[src/rtl/mux8_rr_arbiter_if.sv]
// Requester/consumer-facing bus of the 8-way mux arbiter: requests, grant, mux select and handshake.
interface mux8_rr_arbiter_if;
   logic [7:0] req;
   logic [7:0] gnt;
   logic [7:0] done;
   logic [2:0] addr;
   logic       nCS;
   logic       out_valid;
   logic       out_ready;

   modport slave (
      input  req, out_ready,
      output gnt, done, addr, nCS, out_valid
   );

   modport master (
      output req, out_ready,
      input  gnt, done, addr, nCS, out_valid
   );
endinterface

[src/rtl/mux8_rr_arbiter.sv]
// Round-robin arbiter/sequencer for an 8-input select mux with a valid/ready output handshake.
// Optional per-owner burst mode: define MUX8_ARB_BURST_EN (burst length set by BURST_LEN).
module mux8_rr_arbiter #(
   parameter int NREQ      = 8,
   parameter int BURST_LEN = 4
) (
   input  logic             clk,
   input  logic             rst,
   mux8_rr_arbiter_if.slave bus
);
   if (NREQ != 8) begin : g_nreq_chk
      $error("NREQ must be 8");
   end
   if (BURST_LEN < 1 || BURST_LEN > 8) begin : g_blen_chk
      $error("BURST_LEN must be in 1..8");
   end

   typedef enum logic {IDLE = 1'b0, GRANT = 1'b1} state_t;

   state_t          state, state_nxt;
   logic [2:0]      ptr, ptr_nxt, owner_nxt, pick_ptr;
   logic            rearb;
   logic [3:0]      win;
   logic            xfer;
   logic [NREQ-1:0] gnt_nxt;
   logic            ncs_nxt, ov_nxt;
`ifdef MUX8_ARB_BURST_EN
   localparam logic [2:0] BMAX = 3'(BURST_LEN - 1);
   logic [2:0]      bcnt, bcnt_nxt;
`endif

   // {found, index}: first set bit scanning upward from p, wrapping modulo 8
   function automatic logic [3:0] pick(input logic [7:0] r, input logic [2:0] p);
      logic [2:0] idx;
      pick = 4'b0;
      for (int k = 7; k >= 0; k--) begin
         idx = p + 3'(k);
         if (r[idx]) pick = {1'b1, idx};
      end
   endfunction

   assign xfer     = bus.out_valid & bus.out_ready;
   assign bus.done = bus.gnt & {8{xfer & ~rst}};

   always_ff @(posedge clk) begin
      if (rst) begin
         state         <= IDLE;
         ptr           <= 3'd0;
         bus.gnt       <= '0;
         bus.addr      <= 3'd0;
         bus.nCS       <= 1'b1;
         bus.out_valid <= 1'b0;
`ifdef MUX8_ARB_BURST_EN
         bcnt          <= 3'd0;
`endif
      end else begin
         state         <= state_nxt;
         ptr           <= ptr_nxt;
         bus.gnt       <= gnt_nxt;
         bus.addr      <= owner_nxt;
         bus.nCS       <= ncs_nxt;
         bus.out_valid <= ov_nxt;
`ifdef MUX8_ARB_BURST_EN
         bcnt          <= bcnt_nxt;
`endif
      end
   end

   always_comb begin
      state_nxt = state;
      owner_nxt = bus.addr;
      ptr_nxt   = ptr;
      pick_ptr  = ptr;
      rearb     = 1'b0;
      win       = 4'b0;
`ifdef MUX8_ARB_BURST_EN
      bcnt_nxt  = bcnt;
`endif
      case (state)
         IDLE: rearb = 1'b1;
         GRANT: begin
            if (xfer) begin
`ifdef MUX8_ARB_BURST_EN
               if (bus.req[bus.addr] && bcnt < BMAX) begin
                  bcnt_nxt = bcnt + 3'd1;
               end else begin
                  ptr_nxt  = bus.addr + 3'd1;
                  pick_ptr = bus.addr + 3'd1;
                  rearb    = 1'b1;
                  bcnt_nxt = 3'd0;
               end
`else
               // old owner drops to lowest priority
               ptr_nxt  = bus.addr + 3'd1;
               pick_ptr = bus.addr + 3'd1;
               rearb    = 1'b1;
`endif
            end else if (!bus.req[bus.addr]) begin
               rearb = 1'b1;
`ifdef MUX8_ARB_BURST_EN
               bcnt_nxt = 3'd0;
`endif
            end
         end
         default: state_nxt = IDLE;
      endcase
      if (rearb) begin
         win = pick(bus.req, pick_ptr);
         if (win[3]) begin
            state_nxt = GRANT;
            owner_nxt = win[2:0];
         end else begin
            state_nxt = IDLE;
         end
      end
   end

   always_comb begin
      gnt_nxt = '0;
      ncs_nxt = 1'b1;
      ov_nxt  = 1'b0;
      if (state_nxt == GRANT) begin
         gnt_nxt[owner_nxt] = 1'b1;
         ncs_nxt = 1'b0;
         ov_nxt  = 1'b1;
      end
   end
endmodule

[src/flat_wrapper.sv]
// flat-port wrapper written by rule: the top's interface ports become plain ports
module mux8_rr_arbiter_flat 
#(
   parameter int NREQ      = 8,
   parameter int BURST_LEN = 4
)
  (clk, rst, bus_req, bus_out_ready, bus_gnt, bus_done, bus_addr, bus_nCS, bus_out_valid);
  mux8_rr_arbiter_if bus_i ();
  input  logic clk;
  input  logic rst;
  input wire logic [$bits(bus_i.req)-1:0] bus_req;
  input wire logic [$bits(bus_i.out_ready)-1:0] bus_out_ready;
  output wire logic [$bits(bus_i.gnt)-1:0] bus_gnt;
  output wire logic [$bits(bus_i.done)-1:0] bus_done;
  output wire logic [$bits(bus_i.addr)-1:0] bus_addr;
  output wire logic [$bits(bus_i.nCS)-1:0] bus_nCS;
  output wire logic [$bits(bus_i.out_valid)-1:0] bus_out_valid;
  assign bus_i.req = bus_req;
  assign bus_i.out_ready = bus_out_ready;
  assign bus_gnt = bus_i.gnt;
  assign bus_done = bus_i.done;
  assign bus_addr = bus_i.addr;
  assign bus_nCS = bus_i.nCS;
  assign bus_out_valid = bus_i.out_valid;
  mux8_rr_arbiter #(.NREQ(NREQ), .BURST_LEN(BURST_LEN)) u_core (.clk(clk), .rst(rst), .bus(bus_i));
endmodule
[config.mk]
export PLATFORM = sky130hd
export DESIGN_NAME = mux8_rr_arbiter_flat
export DESIGN_NICKNAME = d
export VERILOG_FILES = /design/src/rtl/mux8_rr_arbiter_if.sv /design/src/rtl/mux8_rr_arbiter.sv /design/src/flat_wrapper.sv
export SDC_FILE = /design/constraint.sdc
export NUM_CORES = 1
export LEC_CHECK = 0
export CAP_MARGIN = 20
export CORE_MARGIN = 3
export CORE_UTILIZATION = 50
export CTS_CLUSTER_SIZE = 40
export DETAILED_ROUTE_END_ITERATION = 12
export DONT_BUFFER_PORTS = 1
export GPL_TIMING_DRIVEN = 0
export SYNTH_ARGS = -nofsm -noshare
export SYNTH_HDL_FRONTEND = slang
export SYNTH_SLANG_ARGS = --single-unit
[constraint.sdc]
create_clock -name clk -period 8.2 [get_ports clk]
set_input_delay 1.23 -clock clk [delete_from_list [all_inputs] [get_ports clk]]
set_output_delay 1.23 -clock clk [all_outputs]
set_load 0.03 [all_outputs]
# == Word-level counts from Yosys, hierarchy flattened ==
# Cells that the tools add are included.
# word_totals
ff_bits,17
input_bits,11
out_inout_bits,21
wordCells,73
# classes
addsub,8
magnitude_cmp,11
mux,40
n_bitwise,6
n_reduce_logical,2
# op_table
operator,n
$lt A3 B4 Y1 const B,10
$mux W4,9
$bmux W1 S3,9
$mux W1,16
$add A3 B3 Y3 const B,4
$mux W3,4
$and A8 B8 Y8,1
$add A3 B1 Y3 const B,2
$add A3 B2 Y3 const B,2
$demux W1 S3,1
$ge A3 B1 Y1 const B,1
$not A1 Y1,3
$and A1 B1 Y1,2
$pmux W1 S2,1
$reduce_or A2 Y1,1
$logic_and A1 B1 Y1,1

# == Longest topological paths before layout ==
# Gate-level depths: netlist (run 1).
# logic_depth
word_depth,21
depth_mapped,15
ltp_nobuf,13

# == Least setup slack after synthesis (run 1) ==
# Ideal clock, no wire load.
# synth_path
kind,input-to-reg
startpoint,in bus_out_ready
endpoint,reg u_core.bus.gnt[4]
setup_ns,0.136
t_arrival_ns,4.559
required_ns,8.064
setup_slack_ns,3.505
stages,13
path_buffers,2
cell_sequence,buf_6 nand2_2 mux2i_4 clkinv_1 clkbuf_1 ha_1 mux4_2 o21bai_1 a32o_1 or4_1 a32o_1 a22oi_1 nor4_1
# synth_via
elab_chain_len,21
elab_cells_between_ends,48
cone_classes,add/sub: 7; order compare: 2; mux: 35; bitwise: 2; reduce/logical: 2
# synth_rtl
item,line_no,source
start: declaration,flat_wrapper.sv:12,input wire logic [$bits(bus_i.out_ready)-1:0] bus_out_ready;
$and A1 B1 Y1 (*),mux8_rr_arbiter.sv:42,assign xfer = bus.out_valid & bus.out_ready;
$mux W3,mux8_rr_arbiter.sv:82,if (xfer) begin
$mux W3,mux8_rr_arbiter.sv:79,case (state)
$add A3 B3 Y3,mux8_rr_arbiter.sv:37,idx = p + 3'(k);
$bmux W1 S3,mux8_rr_arbiter.sv:38,"if (r[idx]) pick = {1'b1, idx};"
$mux W1 (implied by the code),mux8_rr_arbiter.sv:38,
$mux W4 (8 in series),mux8_rr_arbiter.sv:38,
$mux W4,mux8_rr_arbiter.sv:107,if (rearb) begin
$mux W3,mux8_rr_arbiter.sv:109,if (win[3]) begin
$mux W3,mux8_rr_arbiter.sv:107,
$lt A3 B4 Y1 (implied by the code) / $ge A3 B1 Y1 (equally long branches),mux8_rr_arbiter.sv:123,gnt_nxt[owner_nxt] = 1'b1;
$logic_and A1 B1 Y1 (implied by the code),mux8_rr_arbiter.sv:123,
$mux W1 (implied by the code),mux8_rr_arbiter.sv:123,
$demux W1 S3,-,
end signal: assignment,mux8_rr_arbiter.sv:59,bus.gnt <= gnt_nxt;
end: declaration,mux8_rr_arbiter_if.sv:13,"output gnt, done, addr, nCS, out_valid"
# Every way passes the cells marked *; elsewhere a longest branch is shown, timed or not. The select of a mux whose other input is x is not followed.
# A chain may end at the register's enable or synchronous reset.

# == Worst setup path in the final report (run 1) ==
# Same ends and word-level chain as after synthesis.

==> reports/metrics.yaml, run 1 <==
status: "finished clean"
peakVddDrop_mv: 0.234
start_util_pct: 52.9
post-route-drc-count: 0
route.met3.wl_um: 394
yosysWarnings: 0
io_buffers: 0
rows: 21
grt_max_degree: 11
antenna_found_initial: 0
met1_length_um: 2190
numCtsBuffers: 3
crit_required_ps: 8390
path_clk_slew_ps: 90
final_cell_mix: "17 x nor2_1, 17 x a21oi_1, 16 x dfxtp_1"
min_path_cells: 2
synth_cells: 221
dp_slack_ps: 2840
nFillCells: 326
grt.total_usage_pct: 24.3
min_path_type: "reg2reg"
vias: 1764
fmax_ghz: 0.193
layout-drive-gt1-share_pct: 15.6
cts_setup_buffers: 0
r2r_start: "u_core.bus.addr[1]"
h-tree-depth: 1
gp_congestion: 0.936
synth.yosys.seq_area_share_pct: 17.9
ant_nets: 0
grt-ovfl-total: 0
syn_area_per_cell_um2: 8.12
p_per_area_nw_per_um2: 310
r2r_slack_ps: 3330
relSlewSlack_pct: 55.8
slew_viol_final: 0
synthesis.nets: 234
die_w_um: 65.9
wirelength_um: 4980
antenna_cells: 0
firstDrtPassIters: 4
postLayoutSetupSlackWorst_ps: 3010
post_drt_wl_per_cell_um: 18.4
routed.top_layer: "met4"
first_iter_violations: 201
critPathArrivalTime_ps: 5380
cap_viol_max_count: 0
end_kind: "flip-flop"
finalCritPeriodShare_pct: 63.3
io_pins: 32
hold_violations: 0
worstMarginPinSlew_ps: 656
ys_seq_elements: 16
crit_fanout: 10
holdCritStartpoint: "u_core.ptr[1]"
cpPeakStageDelay_ps: 530
path_class: "in2reg"
finClkSkew_ps: 4.72
cp-start-kind: "input pin"
ys.flop_type: "dfxtp_1"
fp.dieH_um: 65.9
fin_tns_setup_ps: 0
clkLatencyLatePin_ps: 280
path_cells: "buf_6, nand2_2, mux2i_4, clkinv_1, clkbuf_1, ha_1, mux2_2, o21ai_0, o32ai_1, a211oi_1, or4_1, a32o_1, a22oi_1, nor4_1"
hold_ws_ps: 751
finalSetupViolCount: 0
cts_hold_buf: 0
clockBufferDepth: 2
place_hpwl_um: 3970
ys_types: 68
cts_tree: "built"
async_flop_share_pct: 0
crit_slowest_cell: "o21ai_0"
cts_sinks: 16
viasPerCell: 6.51
r2r_end: "u_core.bus.gnt[4]"
met2_length_um: 2390
area_delta_synth_final_pct: 5.23
nNetsFinal: 239
min_to: "u_core.ptr[1]"
grt_setup_unrepaired: "false"
dieArea_um2: 4340
syn_area_um2: 1790
cts_resized: 0
first_global_vias: 1669
synth_edf_count: 0
cts_root_buffer: "clkbuf_4"
p_leak_uw: 0.000723
period_needed_ps: 5190
ff2ff_path_depth: 13
grt_pass1_wl_um: 8310
core_area_um2: 3390
synthesized netlist by cell type (2+ instances only):
cell       n  area share [%]
xnor2_1    5             2.4
buf_2      2            0.56
mux2_2     4             2.5
mux4_2     3             3.8
clkbuf_1   5             1.0
and2_1     8             2.8
o21a_1     2            0.84
and3_1     3             1.0
nand2_1   13             2.7
a21boi_0   4             1.7
o21ai_0   13             3.6
o211ai_1   2            0.84
o31ai_1    2            0.84
o211a_1    2             1.1
mux2i_1   10             5.6
or3_1      3             1.0
and3_4     2             1.3
buf_6      3             1.9
ha_1       2             1.4
a21oi_1   17             4.7
o21bai_1   2            0.84
nor2_1    17             3.6
a211oi_1   6             2.5
inv_1      8             1.7
nand3_1    9             2.5
dfxtp_1   16              18
nor3b_1    2            0.84
nand2_2    2            0.70
nor3_1     8             2.2
nor4_1     4             1.4
a32o_1     2             1.1
a21o_1     3             1.3
nand2b_1   2            0.70
cells by family (layout without fill, tap and decap cells):
family | after synthesis | count (layout) | share of synthesized area, %
fa+ha+maj | 2 | 2 | 1.39
flops | 16 | 16 | 17.9
compound gates | 80 | 80 | 34.8
xor+xnor | 7 | 7 | 3.84
simple gates | 78 | 78 | 23.2
buf+inv | 20 | 24 | 5.79
mux | 18 | 18 | 13.1
power breakdown:
part	switching (uW)	internal [uW]
combinational	228	154
sequential	55.2	96.9
clock	24.1	27.0
total	307	278
cell type report:
class	instances	area, um^2	area share, %
inverter	9	33.8	1.79
buffer	11	70.1	3.71
clock buffer	4	36.3	1.92
sequential	16	320	17.0
tap	46	57.6	3.05
multi-input combinational	185	1370	72.6
critical path: cells and delay by family:
kind                       cells  cell delay (ps)
AOI/OAI and AO/OA              5             1390
adders and majority gates      1              480
buffers and inverters          3              750
muxes                          2              840
and+or+nand+nor                3              680
worst max path at each step:
stage | end | start | depth (start not counted) | slack, ps
floorplan | u_core.bus.gnt[4] | bus_out_ready | 13 | 3510
global placement | u_core.bus.gnt[4] | bus_out_ready | 14 | 2880
detailed placement | u_core.bus.gnt[4] | bus_out_ready | 14 | 2840
CTS | u_core.bus.gnt[4] | bus_out_ready | 14 | 3130
global route | u_core.bus.gnt[4] | bus_out_ready | 14 | 2690
finish | u_core.bus.gnt[4] | bus_out_ready | 14 | 3010
through the flow:
stage	std cells	power, uW	instance area [um^2]	util (%)
global route	271	632	1890	55.7
CTS	271	583	1890	55.7
global placement	267	524	1850	54.6
floorplan	221	454	1790	-
detailed placement	267	530	1850	54.6
finish	271	585	1890	55.7
per-layer routing:
metal / GRT usage (%) / vias up
met4: 3.63 / 0
met1: 33.5 / 828
met3: 3.40 / 2
li1: - / 855
met5: 0 / -
met2: 40.6 / 79
flip-flops by register name, summed over array words and instances (netlist names):
name	cells
u_core.bus.nCS	1
u_core.ptr	3
u_core.bus.addr	3
u_core.state	1
u_core.bus.gnt	8
No activity file was read; power rests on OpenSTA's default activity.
==> inputs of run 2 (changes only) <==
--- a/config.mk
+++ b/config.mk
@@ -12,6 +12,7 @@
 export DETAILED_ROUTE_END_ITERATION = 12
 export DONT_BUFFER_PORTS = 1
 export GPL_TIMING_DRIVEN = 0
+export PLACE_DENSITY = 0.68
 export SYNTH_ARGS = -nofsm -noshare
 export SYNTH_HDL_FRONTEND = slang
 export SYNTH_SLANG_ARGS = --single-unit
==> constraint.sdc (replaced) <==
create_clock -name clk -period 4.2 [get_ports clk]
set_input_delay 0.63 -clock clk [delete_from_list [all_inputs] [get_ports clk]]
set_output_delay 0.63 -clock clk [all_outputs]
set_load 0.03 [all_outputs]
==> run 2 against run 1 <==
Compared with the run above: via count is 0.68% higher; combinational power increased by 100%; total power is 100% higher; utilization increased by 1.4 points; clock power rose by 92%; final area is 2.6% higher; global-route usage rose by 0.12 points; non-clock buffer count is 1 higher; register-to-register slack worse by 3100 ps; first-iteration DRC count is 10% higher; sequential share of layout area is 0.10 points lower; critical endpoint is now u_core.bus.gnt[1].
==> reports/metrics.yaml, run 2 (synthesis gave the netlist of run 1 again) <==
dp_slack_ps: -594  # -3430 ps
place_hpwl_um: 3880  # -2.3%
post_drt_wl_per_cell_um: 18.5  # +0.89%
cts_sinks: 16  # unchanged
vias: 1776  # +0.68%
crit_slowest_cell: "or4_1"
wirelength_um: 5040  # +1.3%
peakVddDrop_mv: 0.325  # +39%
crit_required_ps: 4410  # -3980 ps
postLayoutSetupSlackWorst_ps: 262  # -2750 ps
relSlewSlack_pct: 55.3  # -0.47 points
path_cells: "buf_6, nand2_4, mux2i_4, clkinv_2, clkbuf_2, ha_2, mux4_2, o21bai_1, a32o_1, or4_1, a32o_1, a21bo_2, nor3_1"
worst-path-buf-inv: 3  # unchanged
grt.total_usage_pct: 24.4  # +0.12 points
p_total_uw: 1170  # +100%
rows: 21  # unchanged
area_delta_synth_final_pct: 7.95
start_util_pct: 52.9  # unchanged
largest_reg_flops: 8  # unchanged
end_kind: "flip-flop"
cap_viol_max_count: 0  # unchanged
grt_setup_unrepaired: "false"
worstMarginPinSlew_ps: 664  # +7.99 ps
antenna_cells: 0  # unchanged
status: "finished clean"
cts_hold_buf: 0  # unchanged
post-route-drc-count: 0  # unchanged
fmax_ghz: 0.254
cp_top_family: "compound AO/OA/AOI/OAI gates"
crit_top_cell: "a32o_1"
cts_root_buffer: "clkbuf_4"
finClkSkew_ps: 3.47  # -1.25 ps
cp-start-kind: "flip-flop"
numCtsBuffers: 3  # unchanged
path_clk_slew_ps: 90  # about the same
final_cell_area_um2: 1940  # +2.6%
die_w_um: 65.9  # unchanged
first_global_vias: 1779  # +6.6%
clkLatencyLatePin_ps: 280  # about the same
antenna_found_initial: 0  # unchanged
ff2ff_path_depth: 13  # unchanged
path_class: "reg2reg"
reg_top3: "u_core.bus.gnt x8, u_core.bus.addr x3, u_core.ptr x3"
crit_fanout: 10  # unchanged
period_needed_ps: 3940
io_buffers: 0  # unchanged
gp_congestion: 0.905  # -3.3%
io_pins: 32  # unchanged
clockBufferDepth: 2  # unchanged
grt_max_degree: 11  # unchanged
place_area_um2: 1850  # unchanged
utilization_pct: 57.1  # +1.4 points
final_cell_mix: "17 x nor2_1, 17 x a21oi_1, 13 x nand2_1, 13 x dfxtp_1, 12 x o21ai_0"
finalSetupViolCount: 0  # unchanged
ant_nets: 0  # unchanged
grt_pass1_wl_um: 8410  # +1.3%
critPathArrivalTime_ps: 4140  # -1240 ps
r2r_end: "u_core.bus.gnt[1]"
slew_viol_final: 0  # unchanged
r2r_slack_ps: 260  # -3070 ps
r2r_start: "u_core.state"
largest-register: "u_core.bus.gnt"
cts_tree: "built"
p_leak_uw: 0.000740  # +2.5%
hold_violations: 0  # unchanged
first_iter_violations: 222  # +10%
grt-ovfl-total: 0  # unchanged
dieArea_um2: 4340  # unchanged
p_per_area_nw_per_um2: 606  # +96%
min_path_type: "in2reg"
min_to: "u_core.bus.nCS"
viasPerCell: 6.53  # +0.31%
min_path_cells: 2  # unchanged
nFillCells: 320  # -1.8%
fp.dieH_um: 65.9  # unchanged
layout-drive-gt1-share_pct: 19.9  # +4.4 points
firstDrtPassIters: 4  # unchanged
core_area_um2: 3390  # unchanged
h-tree-depth: 1  # unchanged
fin_tns_setup_ps: 0  # unchanged
finalCritPeriodShare_pct: 93.8
cpPeakStageDelay_ps: 480  # -50 ps
nNetsFinal: 240  # +0.42%
holdCritStartpoint: "rst"
## run 2: report_power, final
part	internal [uW]	switching, uW
clock network	52.8	45.3
logic	314	461
registers	193	107
## run 2: how the worst max path moves through the flow
stage	to	from	depth (start not counted)	slack, ps
floorplan	u_core.bus.gnt[4]	bus_out_ready	13	110
global placement	u_core.bus.gnt[6]	bus_out_ready	14	-560
detailed placement	u_core.bus.gnt[6]	bus_out_ready	14	-590
CTS	u_core.bus.gnt[4]	u_core.state	13	60
global route	u_core.bus.gnt[0]	u_core.bus.addr[1]	12	10
finish	u_core.bus.gnt[1]	u_core.state	13	260
## run 2: metal layers
| layer | global-route usage (%) | up-vias | share of wire (%) |
|---|---|---|---|
| li1 | - | 853 | - |
| met1 | 30.9 | 842 | 43 |
| met2 | 43.7 | 70 | 49 |
| met3 | 2.21 | 11 | 5.7 |
| met4 | 6.48 | 0 | 1.9 |
| met5 | 0 | - | 0 |
## run 2: layout make-up
type                            instances  area, um^2  area share (%)
Inverter                                9        35.0            1.81
Tap cell                               46        57.6            2.97
Timing Repair Buffer                    1        7.51           0.388
Sequential cell                        16         327            16.9
Multi-Input combinational cell        185        1400            72.4
Buffer                                 11        71.3            3.68
Clock buffer                            4        36.3            1.87
## run 2: per-stage QoR
stage	hold slack (ps)	std cells
after floorplan	621	221
after global placement	684	267
after detailed placement	701	267
after CTS	499	272
after global routing	492	272
final	497	272
## run 2: worst register-to-register path, stage by stage (launching register included)
cell	delay (ps)
dfxtp_2	400
buf_6	160
nand2_4	140
mux2i_4	310
clkinv_2	170
clkbuf_2	230
ha_2	440
mux4_2	370
o21bai_1	180
a32o_1	270
or4_1	480
a32o_1	300
a21bo_2	260
nor3_1	140
## run 2: repair_timing
| item | CTS | global route |
|---|---|---|
| gates resized for setup | 7 | 6 |
| setup buffers | 1 | 0 |
| setup endpoints to repair | 13 | 9 |
